`src/rtl/ws2812_rx_chain_pkg.sv`:
```
// Shared definitions for the WS2812 receive/forward node: FSM encodings,
// default 100 MHz timing windows and the pulse-validity helper.
package ws2812_rx_chain_pkg;

  localparam logic [0:0] ST_CAPTURE = 1'b0;
  localparam logic [0:0] ST_FORWARD = 1'b1;

  localparam int DEF_BITS         = 24;
  localparam int DEF_T_MIN_CYC    = 15;
  localparam int DEF_T_THRESH_CYC = 53;
  localparam int DEF_T_MAX_CYC    = 100;
  localparam int DEF_T_RESET_CYC  = 5000;

  // A high pulse is usable only inside [t_min, t_max).
  function automatic logic pulse_ok(input int unsigned hi,
                                    input int unsigned t_min,
                                    input int unsigned t_max);
    return (hi >= t_min) && (hi < t_max);
  endfunction

endpackage

```
`src/rtl/ws2812_rx_chain_pulse_meas.sv`:
```
// Input conditioning for the WS2812 node: 2-FF synchroniser, edge detect,
// saturating high/low pulse counters and the one-shot latch-gap event.
module ws2812_rx_chain_pulse_meas #(
  parameter int T_MAX_CYC   = 100,
  parameter int T_RESET_CYC = 5000,
  localparam int CW         = $clog2(T_RESET_CYC + 1)
) (
  input  logic          i_clk,
  input  logic          i_rst_n,
  input  logic          i_serial,
  output logic          o_s,
  output logic          o_fall,
  output logic          o_gap,
  output logic [CW-1:0] o_hi_cnt
);

  localparam logic [CW-1:0] HI_MAX = CW'(T_MAX_CYC);
  localparam logic [CW-1:0] LO_MAX = CW'(T_RESET_CYC);

  logic          sync1_q;
  logic          s_q;
  logic          s_dly_q;
  logic          rise;
  logic [CW-1:0] hi_cnt_q, hi_cnt_d;
  logic [CW-1:0] lo_cnt_q, lo_cnt_d;

  assign rise = s_q & ~s_dly_q;

  // hi_cnt restarts at 1 on the rise so that on the fall it equals the pulse width.
  always_comb begin
    hi_cnt_d = hi_cnt_q;
    lo_cnt_d = lo_cnt_q;
    if (s_q) begin
      lo_cnt_d = '0;
      if (rise) begin
        hi_cnt_d = CW'(1);
      end else if (hi_cnt_q != HI_MAX) begin
        hi_cnt_d = hi_cnt_q + 1'b1;
      end
    end else if (lo_cnt_q != LO_MAX) begin
      lo_cnt_d = lo_cnt_q + 1'b1;
    end
  end

  always_ff @(posedge i_clk or negedge i_rst_n) begin
    if (!i_rst_n) begin
      sync1_q  <= 1'b0;
      s_q      <= 1'b0;
      s_dly_q  <= 1'b0;
      hi_cnt_q <= '0;
      lo_cnt_q <= '0;
    end else begin
      sync1_q  <= i_serial;
      s_q      <= sync1_q;
      s_dly_q  <= s_q;
      hi_cnt_q <= hi_cnt_d;
      lo_cnt_q <= lo_cnt_d;
    end
  end

  assign o_s      = s_q;
  assign o_fall   = ~s_q & s_dly_q;
  assign o_gap    = ~s_q & (lo_cnt_q == LO_MAX - 1'b1);
  assign o_hi_cnt = hi_cnt_q;

endmodule

```
`src/rtl/ws2812_rx_chain.sv`:
```
// WS2812-style chain node: captures the first BITS valid bits after a latch
// gap, forwards everything after that, and latches the pixel on the next gap.
module ws2812_rx_chain
  import ws2812_rx_chain_pkg::*;
#(
  parameter int BITS         = DEF_BITS,
  parameter int T_MIN_CYC    = DEF_T_MIN_CYC,
  parameter int T_THRESH_CYC = DEF_T_THRESH_CYC,
  parameter int T_MAX_CYC    = DEF_T_MAX_CYC,
  parameter int T_RESET_CYC  = DEF_T_RESET_CYC
) (
  input  logic            i_clk,
  input  logic            i_rst_n,
  input  logic            i_serial,
  input  logic            i_err_clr,
  output logic            o_serial,
  output logic [BITS-1:0] o_led,
  output logic            o_led_valid,
  output logic            o_err,
  output logic            o_fwd
);

  localparam int CW  = $clog2(T_RESET_CYC + 1);
  localparam int BCW = $clog2(BITS + 1);

  if (!(0 < T_MIN_CYC && T_MIN_CYC < T_THRESH_CYC &&
        T_THRESH_CYC < T_MAX_CYC && T_MAX_CYC < T_RESET_CYC)) begin : g_bad_timing
    $error("ws2812_rx_chain: timing parameters must satisfy 0 < MIN < THRESH < MAX < RESET");
  end

  logic          s;
  logic          fall;
  logic          gap;
  logic [CW-1:0] hi_cnt;
  logic          bit_ok;
  logic          bit_val;

  logic [0:0]      state_q, state_d;
  logic [BITS-1:0] shift_q, shift_d;
  logic [BCW-1:0]  bit_cnt_q, bit_cnt_d;
  logic [BITS-1:0] led_q, led_d;
  logic            led_valid_q, led_valid_d;
  logic            err_q, err_d;
  logic            serial_q, serial_d;
  logic            fwd_q, fwd_d;

  ws2812_rx_chain_pulse_meas #(
    .T_MAX_CYC  (T_MAX_CYC),
    .T_RESET_CYC(T_RESET_CYC)
  ) u_meas (
    .i_clk   (i_clk),
    .i_rst_n (i_rst_n),
    .i_serial(i_serial),
    .o_s     (s),
    .o_fall  (fall),
    .o_gap   (gap),
    .o_hi_cnt(hi_cnt)
  );

  assign bit_ok  = pulse_ok(32'(hi_cnt), T_MIN_CYC, T_MAX_CYC);
  assign bit_val = (32'(hi_cnt) >= T_THRESH_CYC);

  always_comb begin
    state_d     = state_q;
    shift_d     = shift_q;
    bit_cnt_d   = bit_cnt_q;
    led_d       = led_q;
    led_valid_d = 1'b0;
    err_d       = err_q;
    serial_d    = (state_q == ST_FORWARD) ? s : 1'b0;

    // Clear first so that an error detected in the same cycle wins.
    if (i_err_clr) err_d = 1'b0;

    if (fall) begin
      if (!bit_ok) begin
        err_d = 1'b1;
      end else if (state_q == ST_CAPTURE) begin
        shift_d   = {shift_q[BITS-2:0], bit_val};
        bit_cnt_d = bit_cnt_q + 1'b1;
        if (bit_cnt_q == BCW'(BITS - 1)) state_d = ST_FORWARD;
      end
    end

    if (gap) begin
      if (bit_cnt_q == BCW'(BITS)) begin
        led_d       = shift_q;
        led_valid_d = 1'b1;
      end else if (bit_cnt_q != '0) begin
        err_d = 1'b1;
      end
      state_d   = ST_CAPTURE;
      bit_cnt_d = '0;
      serial_d  = 1'b0;
    end

    fwd_d = (state_d == ST_FORWARD);
  end

  always_ff @(posedge i_clk or negedge i_rst_n) begin
    if (!i_rst_n) begin
      state_q     <= ST_CAPTURE;
      shift_q     <= '0;
      bit_cnt_q   <= '0;
      led_q       <= '0;
      led_valid_q <= 1'b0;
      err_q       <= 1'b0;
      serial_q    <= 1'b0;
      fwd_q       <= 1'b0;
    end else begin
      state_q     <= state_d;
      shift_q     <= shift_d;
      bit_cnt_q   <= bit_cnt_d;
      led_q       <= led_d;
      led_valid_q <= led_valid_d;
      err_q       <= err_d;
      serial_q    <= serial_d;
      fwd_q       <= fwd_d;
    end
  end

  assign o_serial    = serial_q;
  assign o_led       = led_q;
  assign o_led_valid = led_valid_q;
  assign o_err       = err_q;
  assign o_fwd       = fwd_q;

endmodule

```
`config.mk`:
```
export PLATFORM = sky130hd
export DESIGN_NAME = ws2812_rx_chain
export DESIGN_NICKNAME = d
export VERILOG_FILES = /design/src/rtl/ws2812_rx_chain_pkg.sv /design/src/rtl/ws2812_rx_chain_pulse_meas.sv /design/src/rtl/ws2812_rx_chain.sv
export SDC_FILE = /design/constraint.sdc
export NUM_CORES = 1
export LEC_CHECK = 0
export BUFFER_PORTS_ARGS = -buffer_cell sky130_fd_sc_hd__buf_2
export CAP_MARGIN = 0
export CORE_UTILIZATION = 45
export DETAILED_ROUTE_END_ITERATION = 8
export GPL_ROUTABILITY_DRIVEN = 1
export SLEW_MARGIN = 0
export SYNTH_ARGS = -nofsm -noshare
export SYNTH_HDL_FRONTEND = slang
export SYNTH_HIERARCHICAL = 1
export SYNTH_SLANG_ARGS = --single-unit
```
`constraint.sdc`:
```
create_clock -name i_clk -period 7.7 [get_ports i_clk]
set_input_delay 1.54 -clock i_clk [delete_from_list [all_inputs] [get_ports i_clk]]
set_output_delay 1.54 -clock i_clk [all_outputs]
set_load 0.05 [all_outputs]
```
==> Word level (Yosys, flattened, before mapping) <==
Index checks and enable logic that the tools add are counted.
{ "totals": {"register_bits": 86, "in_bits": 4, "out_inout_bits": 28, "elab_cells": 64} }
{ "op_classes": {"add_sub_neg": 3, "magnitude_cmp": 3, "eq_ne": 6, "n_mux": 23, "bitwise_logic": 6, "reduce_logical": 11} }
{ "op_table": {"columns": ["op", "count"], "rows": [
  ["13-bit two-way mux", 4],
  ["13-bit by 1-bit adder with 13-bit output (second input constant)", 2],
  ["5-bit two-way mux", 4],
  ["1-bit two-way mux", 15],
  ["13-bit == test (second input constant)", 1],
  ["13-bit by 4-bit greater-or-equal comparator with 1-bit output (second input constant)", 1],
  ["13-bit by 6-bit greater-or-equal comparator with 1-bit output (second input constant)", 1],
  ["13-bit by 7-bit less-than comparator with 1-bit output (second input constant)", 1],
  ["13-bit inequality test (second input constant)", 1],
  ["13-bit by 7-bit inequality test with 1-bit output (second input constant)", 1],
  ["5-bit == test (second input constant)", 2],
  ["2-bit nonzero test", 4],
  ["2-bit AND reduction", 3],
  ["3-bit AND reduction", 2],
  ["5-bit by 1-bit adder with 5-bit output (second input constant)", 1],
  ["5-bit nonzero test", 1],
  ["1-bit AND", 3],
  ["1-bit NOT", 3],
  ["2-bit inequality test (second input constant)", 1],
  ["1-bit logical AND", 1]
]} }

==> Depth between registers and ports, before layout <==
Gate-level depths: netlist of run 1.
{ "logic_depth": {"depth_word": 7, "depth_mapped": 8, "depth_no_buf": 6} }

==> Hierarchy <==
The synthesis of run 1 kept the hierarchy.
{ "by_module_without_submodules": {"columns": ["mod", "instances", "cells_each", "area_each_um2", "seq_area_each_um2"], "rows": [
  ["ws2812_rx_chain", 1, 156, 2372.3, 1426.4],
  ["ws2812_rx_chain_pulse_meas", 1, 159, 1488.9, 725.7]
]} }

==> Least setup slack after synthesis of run 1 <==
No wires, ideal clock.
{ "synth_path": {"path_kind": "register to register", "startpoint": "register u_meas.lo_cnt_q[4]", "endpoint": "register led_q[0] (netlist: o_led[0])", "setup_time_ns": 0.125, "t_arrival_ns": 2.283, "required_ns": 7.575, "slack_ns": 5.292, "path_stages_with_launch": 9, "n_path_buf": 2, "period_less_slack_ns": 2.408, "path_cell_list": "dfrtp_1 nor4b_1 nand3_1 nor3_1 buf_2 nand3_1 nor3b_2 buf_2 mux2_2"} }
{ "synth_between": {"elab_chain_cells": 3} }
{ "synth_lines": {"columns": ["item", "line", "text"], "rows": [
  ["start: declaration", "ws2812_rx_chain_pulse_meas.sv:25", "logic [CW-1:0] lo_cnt_q, lo_cnt_d;"],
  ["start signal: assignment", "ws2812_rx_chain_pulse_meas.sv:57", "lo_cnt_q <= lo_cnt_d;"],
  ["13-bit == test", "ws2812_rx_chain_pulse_meas.sv:63", "assign o_gap = ~s_q & (lo_cnt_q == LO_MAX - 1'b1);"],
  ["1-bit AND", "ws2812_rx_chain_pulse_meas.sv:63", null],
  ["via gap", "ws2812_rx_chain.sv:33", "logic gap;"],
  ["2-bit AND reduction (no source line)", null, null],
  ["end signal: assignment", "ws2812_rx_chain.sv:114", "led_q <= led_d;"],
  ["end: declaration", "ws2812_rx_chain.sv:41", "logic [BITS-1:0] led_q, led_d;"]
]} }
The timed path passes the listed nets, and every way through them passes these cells.
A chain may end at the register's enable or synchronous reset.

==> Worst setup path after layout of run 1 <==
{ "layout_path": {"startpoint": "register u_meas.s_q (netlist: u_meas/o_s)", "endpoint": "register led_q[3] (netlist: o_led[3])"} }
{ "layout_between": {"elab_chain_cells": 3} }
{ "layout_lines": {"columns": ["item", "line", "text"], "rows": [
  ["start: declaration", "ws2812_rx_chain_pulse_meas.sv:21", "logic s_q;"],
  ["start signal: assignment", "ws2812_rx_chain_pulse_meas.sv:54", "s_q <= sync1_q;"],
  ["1-bit NOT", "ws2812_rx_chain_pulse_meas.sv:63", null],
  ["1-bit AND", "ws2812_rx_chain_pulse_meas.sv:63", null],
  ["via gap", "ws2812_rx_chain.sv:33", null],
  ["2-bit AND reduction (no source line)", null, null]
]} }
The timed path passes the listed nets, and every way through them passes these cells.

==> metrics.txt, run 1 <==
status complete, no violations; Post-synth EDFFs 0; final period utilization 34.6%; vias in the first global route 2434; drt total wl 6790 um; static leakage 2.08 nW; Ports 32; Mapped Area 0.00386 mm2; commonest non-fill, non-tap cell in the layout dfrtp_1; placed cell count 443; Tmin final 2.67 ns; Worst-Skew Late Latency 0.36 ns; Worst-path clk slew 0.09 ns; drt wl/cell 14.8 um; Layout area overhead 11.8%; largest net degree at the start of global routing 53; CP Max Fanout 25; post-route insts no fill 459; TritonCTS clock tree yes; iteration-0 DRC count of the detailed router 80; first-pass GRT wire length 11800 um; Critical Path Sink Type register; worst hold path class register to register; post-DR vias/cell 5.51; combinational power share 5.7%; CP required 7.95 ns; initial cell density of the core 46.8%; f_max 375 MHz; Clock Path Buffers 2; core footprint 0.00826 mm2; Worst Max-Slew Pin Slew 0.748 ns; sequential share of power 56.7%; CP cell instances nor3_1 > nand3_1 > nor3_1 > buf_4 > nand3_1 > nor3b_4 > buf_4 > mux2_2; number of remaining DRC errors 0; DRT antenna net count 0; initial antenna violation count 0; slowest stage cell, crit path dfrtp_1; die height 94.6 um; Fin. Hold Viols 0; ys flop type dfrtp_1; worst stage delay on the critical path 0.67 ns; Tot Pwr 0.000854 W; Slew HR 50.2%; CP Class register to register; CTS Hold Buffers Added 0; max-slew violation count 0; GRT overflow 0; internal power 0.000635 W; H-tree levels 3; Clock power frac 37.6%; final core occ 52.3%; Post-CTS Resized 0; Startpoint Class register; commonest cells after routing, fill and taps aside 86 x dfrtp_1, 44 x mux2_2, 30 x buf_2, 17 x nand3_1, 16 x nor2_1; CTS Sinks 86; Async SR Flop Fraction 100%; root buffer cell clkbuf_8; overall routing resource usage 17.3%; die area 0.00895 mm2; diode count 0; Syn Inst Count 315; CTS buffer count 9; Pwr Density 198 mW/mm2; setup slack, reg-to-reg 5.03 ns; RSZ-0062 raised after global routing false; setup repair bufs after CTS 0; Post-Syn Nets 325; Setup Viol. Count Final 0; drt pass-1 iters 4; # rows 33; Max Cap Viol 0; dpl hpwl 4510 um; register area share after synthesis 55.7%; via count 2528; GPL Wtd Cong 0.769; switching part of the total 25.7%; WP data arrival 2.91 ns; maximum VDD drop 175 uV; library cells used by synthesis 50; net switching power 0.000220 W; final net count 359; Clock Skews 0.0125 ns; ratio of cells with drive above 1 in the final layout 28.5%; Post-Syn Area per Cell 12.3 um2; Setup TNS 0 ns; Yosys reg bits 86; Port Buffers 31; Syn. warnings 6; die width 94.6 um
-- through the flow --
step | hold WS, ns | cell area, um2 | setup WS, ns
2_1_floorplan | 0.331 | 3860 | 5.29
5_1_grt | 0.368 | 4320 | 4.77
4_1_cts | 0.359 | 4320 | 5.02
3_5_place_dp | 0.337 | 4110 | 5.03
3_3_place_gp | 0.337 | 4110 | 5.04
6_report | 0.360 | 4320 | 5.03
-- flip-flops by register name, indices dropped and copies added, names as in the netlist --
name and cells:
bit_cnt_q 5, o_err 1, o_fwd 1, o_led 24, o_led_valid 1, o_serial 1, shift_q 24, u_meas/lo_cnt_q 13
u_meas/o_hi_cnt 13, u_meas/o_s 1, u_meas/s_dly_q 1, u_meas/sync1_q 1
-- cells in the mapped netlist (all sizes together) (2+ instances only) --
cell type	count	area, um2
xnor2	12	105
nand2b	3	18.8
nand4	9	56.3
or3	5	31.3
o31ai	3	22.5
a21oi	11	55.1
nand3b	2	15.0
xor2	2	17.5
dfrtp	86	2150
clkbuf	4	15.0
nor2	16	60.1
nand4b	2	17.5
nor4	5	46.3
inv	11	41.3
mux2	48	541
buf	7	50.1
ha	6	75.1
nand3	17	85.1
or4	5	41.3
o21ai	10	50.1
nor3b	2	20.0
nor2b	4	25.0
nor3	12	60.1
nand2	14	60.1
-- area by class of cell --
| cell class | count | area [um2] |
|---|---|---|
| fill | 754 | 3940 |
| multi-input combinational | 207 | 1610 |
| tap | 105 | 131 |
| inverter | 11 | 41.3 |
| timing repair buffer | 34 | 180 |
| clock buffer | 9 | 124 |
| clock inverter | 7 | 77.6 |
| sequential | 86 | 2150 |
-- critical path, delay by kind of cell (launching register included) --
family,cells,cell delay [ns]
simple gates,5,0.96
flops,1,0.67
buf+inv,2,0.53
mux,1,0.38
-- final timing paths --
| check | startpoint | depth (start not counted) | endpoint |
|---|---|---|---|
| hold / removal | u_meas/sync1_q | 0 | u_meas/o_s |
| setup reg to reg | u_meas/o_s | 8 | o_led[3] |
| setup / recovery | u_meas/o_s | 8 | o_led[3] |
| hold reg to reg | u_meas/sync1_q | 0 | u_meas/o_s |
| max in group asynchronous | i_rst_n | 2 | o_led[23] |
| min in group asynchronous | i_rst_n | 1 | u_meas/o_hi_cnt[7] |
-- kinds of logic (layout without fill, tap and decap cells) --
logic type / after synthesis / in the layout / share of synthesized area (%)
AND/OR/NAND/NOR: 102 / 102 / 15.2
multiplexers: 49 / 49 / 14.3
buffers and inverters: 22 / 61 / 2.75
XOR/XNOR: 14 / 14 / 3.18
flip-flops: 86 / 86 / 55.7
adder cells (fa/ha/maj): 6 / 6 / 1.94
AO/OA/AOI/OAI: 36 / 36 / 6.94
-- metal layers --
layer,wire [um],part of all wire [%],vias up,track usage [%]
met2,3070,45,41,26.1
met5,0,0,-,0
met4,127,1.9,0,8.59
met3,230,3.4,13,4.27
li1,-,-,1205,-
met1,3360,49,1269,23.3
-- power by group through the flow --
stage	combinational, W	sequential (W)	clock, W
global placement	0.0000492	0.000493	0
CTS	0.0000501	0.000484	0.000334
finish	0.0000488	0.000485	0.000321
floorplan	0.0000392	0.000485	0
global route	0.0000573	0.000488	0.000351
detailed placement	0.0000500	0.000493	0
(Power assumes the default switching activity.)
==> run 2, diff against run 1 <==
- PLACE_DENSITY: not set -> 0.65
- clock period: 7.7 -> 2.22 ns (I/O delays scaled with it)
==> run 2 against run 1 <==
- power rose to 3.5 times the previous value
- die area unchanged
- critical endpoint is now o_led[2]
- largest power group unchanged
- sequential cell count unchanged
- sequential power rose to 3.4 times the previous value
==> metrics.txt, run 2 (synthesis gave the netlist of run 1 again) <==
CTS Sinks 86; setup slack after layout 0.0253 ns; Worst Max-Slew Pin Slew 0.376 ns; final net count 375; Setup TNS 0 ns; drt total wl 7220 um; Fillers 703; Max Cap Viol 0; Ports 32; TritonCTS clock tree yes; ratio of cells with drive above 1 in the final layout 32.4%; drt pass-1 iters 4; final period utilization 98.9%; max layer used met4; GRT overflow 0; Port Buffers 31; CTS buffer count 9; iteration-0 DRC count of the detailed router 95; Slew HR 74.7%; # rows 33; dpl hpwl 4620 um; static leakage 2.19 nW; Pwr Density 657 mW/mm2; met2 WL 3450 um; Worst-Skew Late Latency 0.35 ns; initial antenna violation count 0; Critical Path Sink Type register; Tmin final 2.19 ns; maximum VDD drop 531 uV; first-pass GRT wire length 11700 um; die area 0.00895 mm2; via count 2600; initial cell density of the core 46.8%; dpl ws -0.0232 ns; f_max 456 MHz; DRT met1 WL 3400 um; drt wl/cell 15.2 um; RSZ-0062 raised after global routing true; vias in the first global route 2430; Clock Skews 0.00995 ns; worst hold path class input pin to asynchronous set/reset pin; Startpoint Class register; Register Area 0.00215 mm2; number of remaining DRC errors 0; Worst-path clk slew 0.09 ns; status complete, no violations; post-route insts no fill 475; Layout area overhead 18.7%; CP Max Fanout 6; overall routing resource usage 17.1%; CP Class register to register; Multi-input gate area 0.00168 mm2; diode count 0; H-tree levels 3; commonest non-fill, non-tap cell in the layout dfrtp_1; placed cell count 453; post-DR vias/cell 5.47; GPL Wtd Cong 0.796; Fin. Hold Viols 0; met3 WL 277 um; root buffer cell clkbuf_8; DRT antenna net count 0; CP required 2.46 ns; WP data arrival 2.43 ns; max-slew violation count 0; die height 94.6 um; Clock Path Buffers 2; commonest cells after routing, fill and taps aside 86 x dfrtp_1, 32 x mux2_2, 30 x buf_2, 16 x nor2_1, 16 x nand3_1; CTS Hold Buffers Added 0; largest net degree at the start of global routing 41; core footprint 0.00826 mm2; die width 94.6 um; Setup Viol. Count Final 0
run 2: cell count changes in the layout (fill, tap and decap cells not counted), sizes merged:
| cell | change |
|---|---|
| clkinv | -1 |
| clkinvlp | +1 |
| clkbuf | +2 |
| buf | +14 |
run 2: stage by stage:
stage | hold slack [ns] | util (%) | total power [W] | cell area [um2]
floorplan | 0.148 | - | 0.00182 | 3880
global placement | 0.368 | 51.1 | 0.00190 | 4220
detailed placement | 0.368 | 51.1 | 0.00191 | 4220
CTS | 0.0125 | 53.6 | 0.00304 | 4430
global route | 0.0140 | 55.5 | 0.00315 | 4580
finish | 0.00430 | 55.5 | 0.00301 | 4580
run 2: timing repair:
item | CTS | global route
endpoints found under the setup margin | 24 | 24
pin swaps | 0 | 5
gates cloned | 0 | 3
gates resized for setup | 1 | 14
setup buffers | 0 | 3
run 2: worst max-delay path: stages, from the launching register on:
cell and delay, ns:
dfrtp_1 0.43, nor4b_4 0.29, nand3_1 0.14, nor3_2 0.18, nand3_2 0.12, nor3b_4 0.31
buf_12 0.16, clkbuf_16 0.15, mux2_4 0.30
run 2: worst paths after layout:
check,from,endpoint,slack [ns],depth (start not counted)
worst min-delay path,i_rst_n,u_meas/lo_cnt_q[12],0.004,1
worst max register to register,u_meas/lo_cnt_q[6],o_led[2],0.03,8
worst max-delay path,u_meas/lo_cnt_q[6],o_led[2],0.03,8
max in group asynchronous,i_rst_n,u_meas/o_hi_cnt[6],1.62,2
min in group i_clk,i_serial,u_meas/sync1_q,0.20,1
worst min register to register,u_meas/sync1_q,u_meas/o_s,0.39,0
run 2: area by class of cell:
type                    instances  area share (%)
multi-input cells             207            36.6
inverters                      11           0.901
repair buffers                 50            8.22
clock inverters                 7            1.75
clock buffers                   9            2.70
well taps                     105            2.87
flip-flops and latches         86            46.9
run 2: per-layer routing:
| metal | vias to the layer above | GRT usage, % |
|---|---|---|
| met5 | - | 0 |
| met2 | 54 | 26.9 |
| met4 | 0 | 5.81 |
| met3 | 9 | 3.78 |
| li1 | 1239 | - |
| met1 | 1298 | 23.3 |
run 2: report_power, final:
| group | switching [W] | internal [W] | leakage, nW | total, W |
|---|---|---|---|---|
| registers | 0.0000621 | 0.00160 | 1.18 | 0.00166 |
| clock network | 0.000599 | 0.000534 | 0.0968 | 0.00113 |
| logic | 0.000126 | 0.0000904 | 0.910 | 0.000216 |
| total | 0.000787 | 0.00222 | 2.19 | 0.00301 |
==> run 3, diff against run 2 <==
- PLACE_DENSITY: 0.65 -> not set
- clock period: 2.22 -> 2.31 ns (I/O delays scaled with it)
==> run 3 against run 2 <==
- count of clock-buffer cells in the layout unchanged
- global-route usage up 0.15 points
- non-clock buffer count down 8
- sequential share of layout area up 1.6 points
- power down 1.8%
- critical endpoint is now o_led[0]
==> metrics.txt, run 3 (synthesis gave the netlist of run 1 again) <==
drt total wl 6890 um; CP Class register to register; largest net degree at the start of global routing 87; Startpoint Class register; max-slew violation count 0; final net count 367; Worst-Skew Late Latency 0.35 ns; setup slack after layout 0.141 ns; post-DR vias/cell 5.44; final period utilization 93.9%; Clock Skews 0.0105 ns; die width 94.6 um; vias in the first global route 2462; Setup Viol. Count Final 0; DRT antenna net count 0; setup slack, reg-to-reg 0.14 ns; f_max 461 MHz; first-pass GRT wire length 11800 um; diode count 0; drt pass-1 iters 4; Tmin final 2.17 ns; core footprint 0.00826 mm2; Fin. Hold Viols 0; iteration-0 DRC count of the detailed router 73; overall routing resource usage 17.2%; maximum VDD drop 423 uV; CTS buffer count 9; Slew HR 69.4%; commonest cells after routing, fill and taps aside 86 x dfrtp_1, 44 x mux2_2, 30 x buf_2, 17 x nand3_1, 16 x nor2_1; Pwr Density 667 mW/mm2; WP data arrival 2.41 ns; H-tree levels 3; die height 94.6 um; Ports 32; number of remaining DRC errors 0; initial cell density of the core 46.8%; worst r2r src u_meas/lo_cnt_q[6]; initial antenna violation count 0; root buffer cell clkbuf_8; ratio of cells with drive above 1 in the final layout 30.5%; Register Area 0.00215 mm2; CP Max Fanout 25; Layout area overhead 14.7%; Placed Area 0.00420 mm2; dpl hpwl 4550 um; drt wl/cell 14.8 um; Worst Reg-to-Reg Cells 7; worst r2r dst o_led[0]; # rows 33; Final Cell Area 0.00443 mm2; dpl ws 0.0178 ns; die area 0.00895 mm2; CTS Sinks 86; TritonCTS clock tree yes; Worst-path clk slew 0.09 ns; Fillers 743; status complete, no violations; Max Cap Viol 0; CTS Hold Buffers Added 0; via count 2533; Port Buffers 31; Critical Path Sink Type register; Worst Max-Slew Pin Slew 0.459 ns; worst hold path class input pin to asynchronous set/reset pin; GRT overflow 0; commonest non-fill, non-tap cell in the layout dfrtp_1; static leakage 2.13 nW; Clock Path Buffers 2; GPL Wtd Cong 0.767; CP required 2.55 ns; Multi-input gate area 0.00162 mm2
-- run 3: changes by cell type in the layout (fill, tap and decap cells not counted), moves of 2 or more --
cell       delta
clkbuf_16     -2
mux2_2       +12
inv_6         -2
buf_4         -4
mux2_4       -12
-- run 3: critical path, stage by stage, from the launching register on --
cell	delay, ns
dfrtp_1	0.42
nor4b_2	0.34
nand3_1	0.13
nor3_2	0.20
nand3_1	0.15
nor3b_4	0.24
buf_12	0.21
mux2_2	0.35
-- run 3: timing repair --
action	in CTS	in global routing
endpoints found under the setup margin	0	24
buffers inserted	0	0
resized for setup	0	2
-- run 3: where the power goes --
group          switching [W]  leakage (nW)  internal, W
clock network       0.000549         0.104     0.000614
logic               0.000109         0.842    0.0000760
registers          0.0000697          1.18      0.00154
-- run 3: stage by stage --
stage               std cells  total power (W)  utilization, %   TNS, ns  hold WS (ns)
global route              466          0.00309            53.6  -0.00107         0.141
detailed placement        451          0.00182            50.8         0         0.363
finish                    466          0.00296            53.6         0         0.105
floorplan                 315          0.00175               -         0         0.166
CTS                       466          0.00300            53.5         0         0.138
global placement          451          0.00182            50.8         0         0.360
-- run 3: worst max path at each step --
stage          slack, ns   endpoint          startpoint
6_report            0.14   o_led[0]  u_meas/lo_cnt_q[6]
3_5_place_dp        0.02  o_led[20]  u_meas/lo_cnt_q[6]
3_3_place_gp        0.07   o_led[3]  u_meas/lo_cnt_q[6]
4_1_cts            0.006   o_led[0]  u_meas/lo_cnt_q[6]
2_1_floorplan      0.005   o_led[0]  u_meas/lo_cnt_q[4]
5_1_grt           -0.001   o_led[1]  u_meas/lo_cnt_q[6]
-- run 3: routing by layer --
layer  routed length (um)  up-vias  track usage, %
li1                     -     1218               -
met1                 3420     1274            24.3
met2                 3150       31            25.7
met3                  190       10            2.90
met4                  132        0            8.21
met5                    0        -               0
-- run 3: area by class of cell --
cell class,count,share of cell area (%)
clock inverters,6,2.15
flip-flops and latches,86,48.6
clock buffers,9,2.80
repair buffers,42,5.99
inverters,11,0.932
multi-input cells,207,36.6
well taps,105,2.97
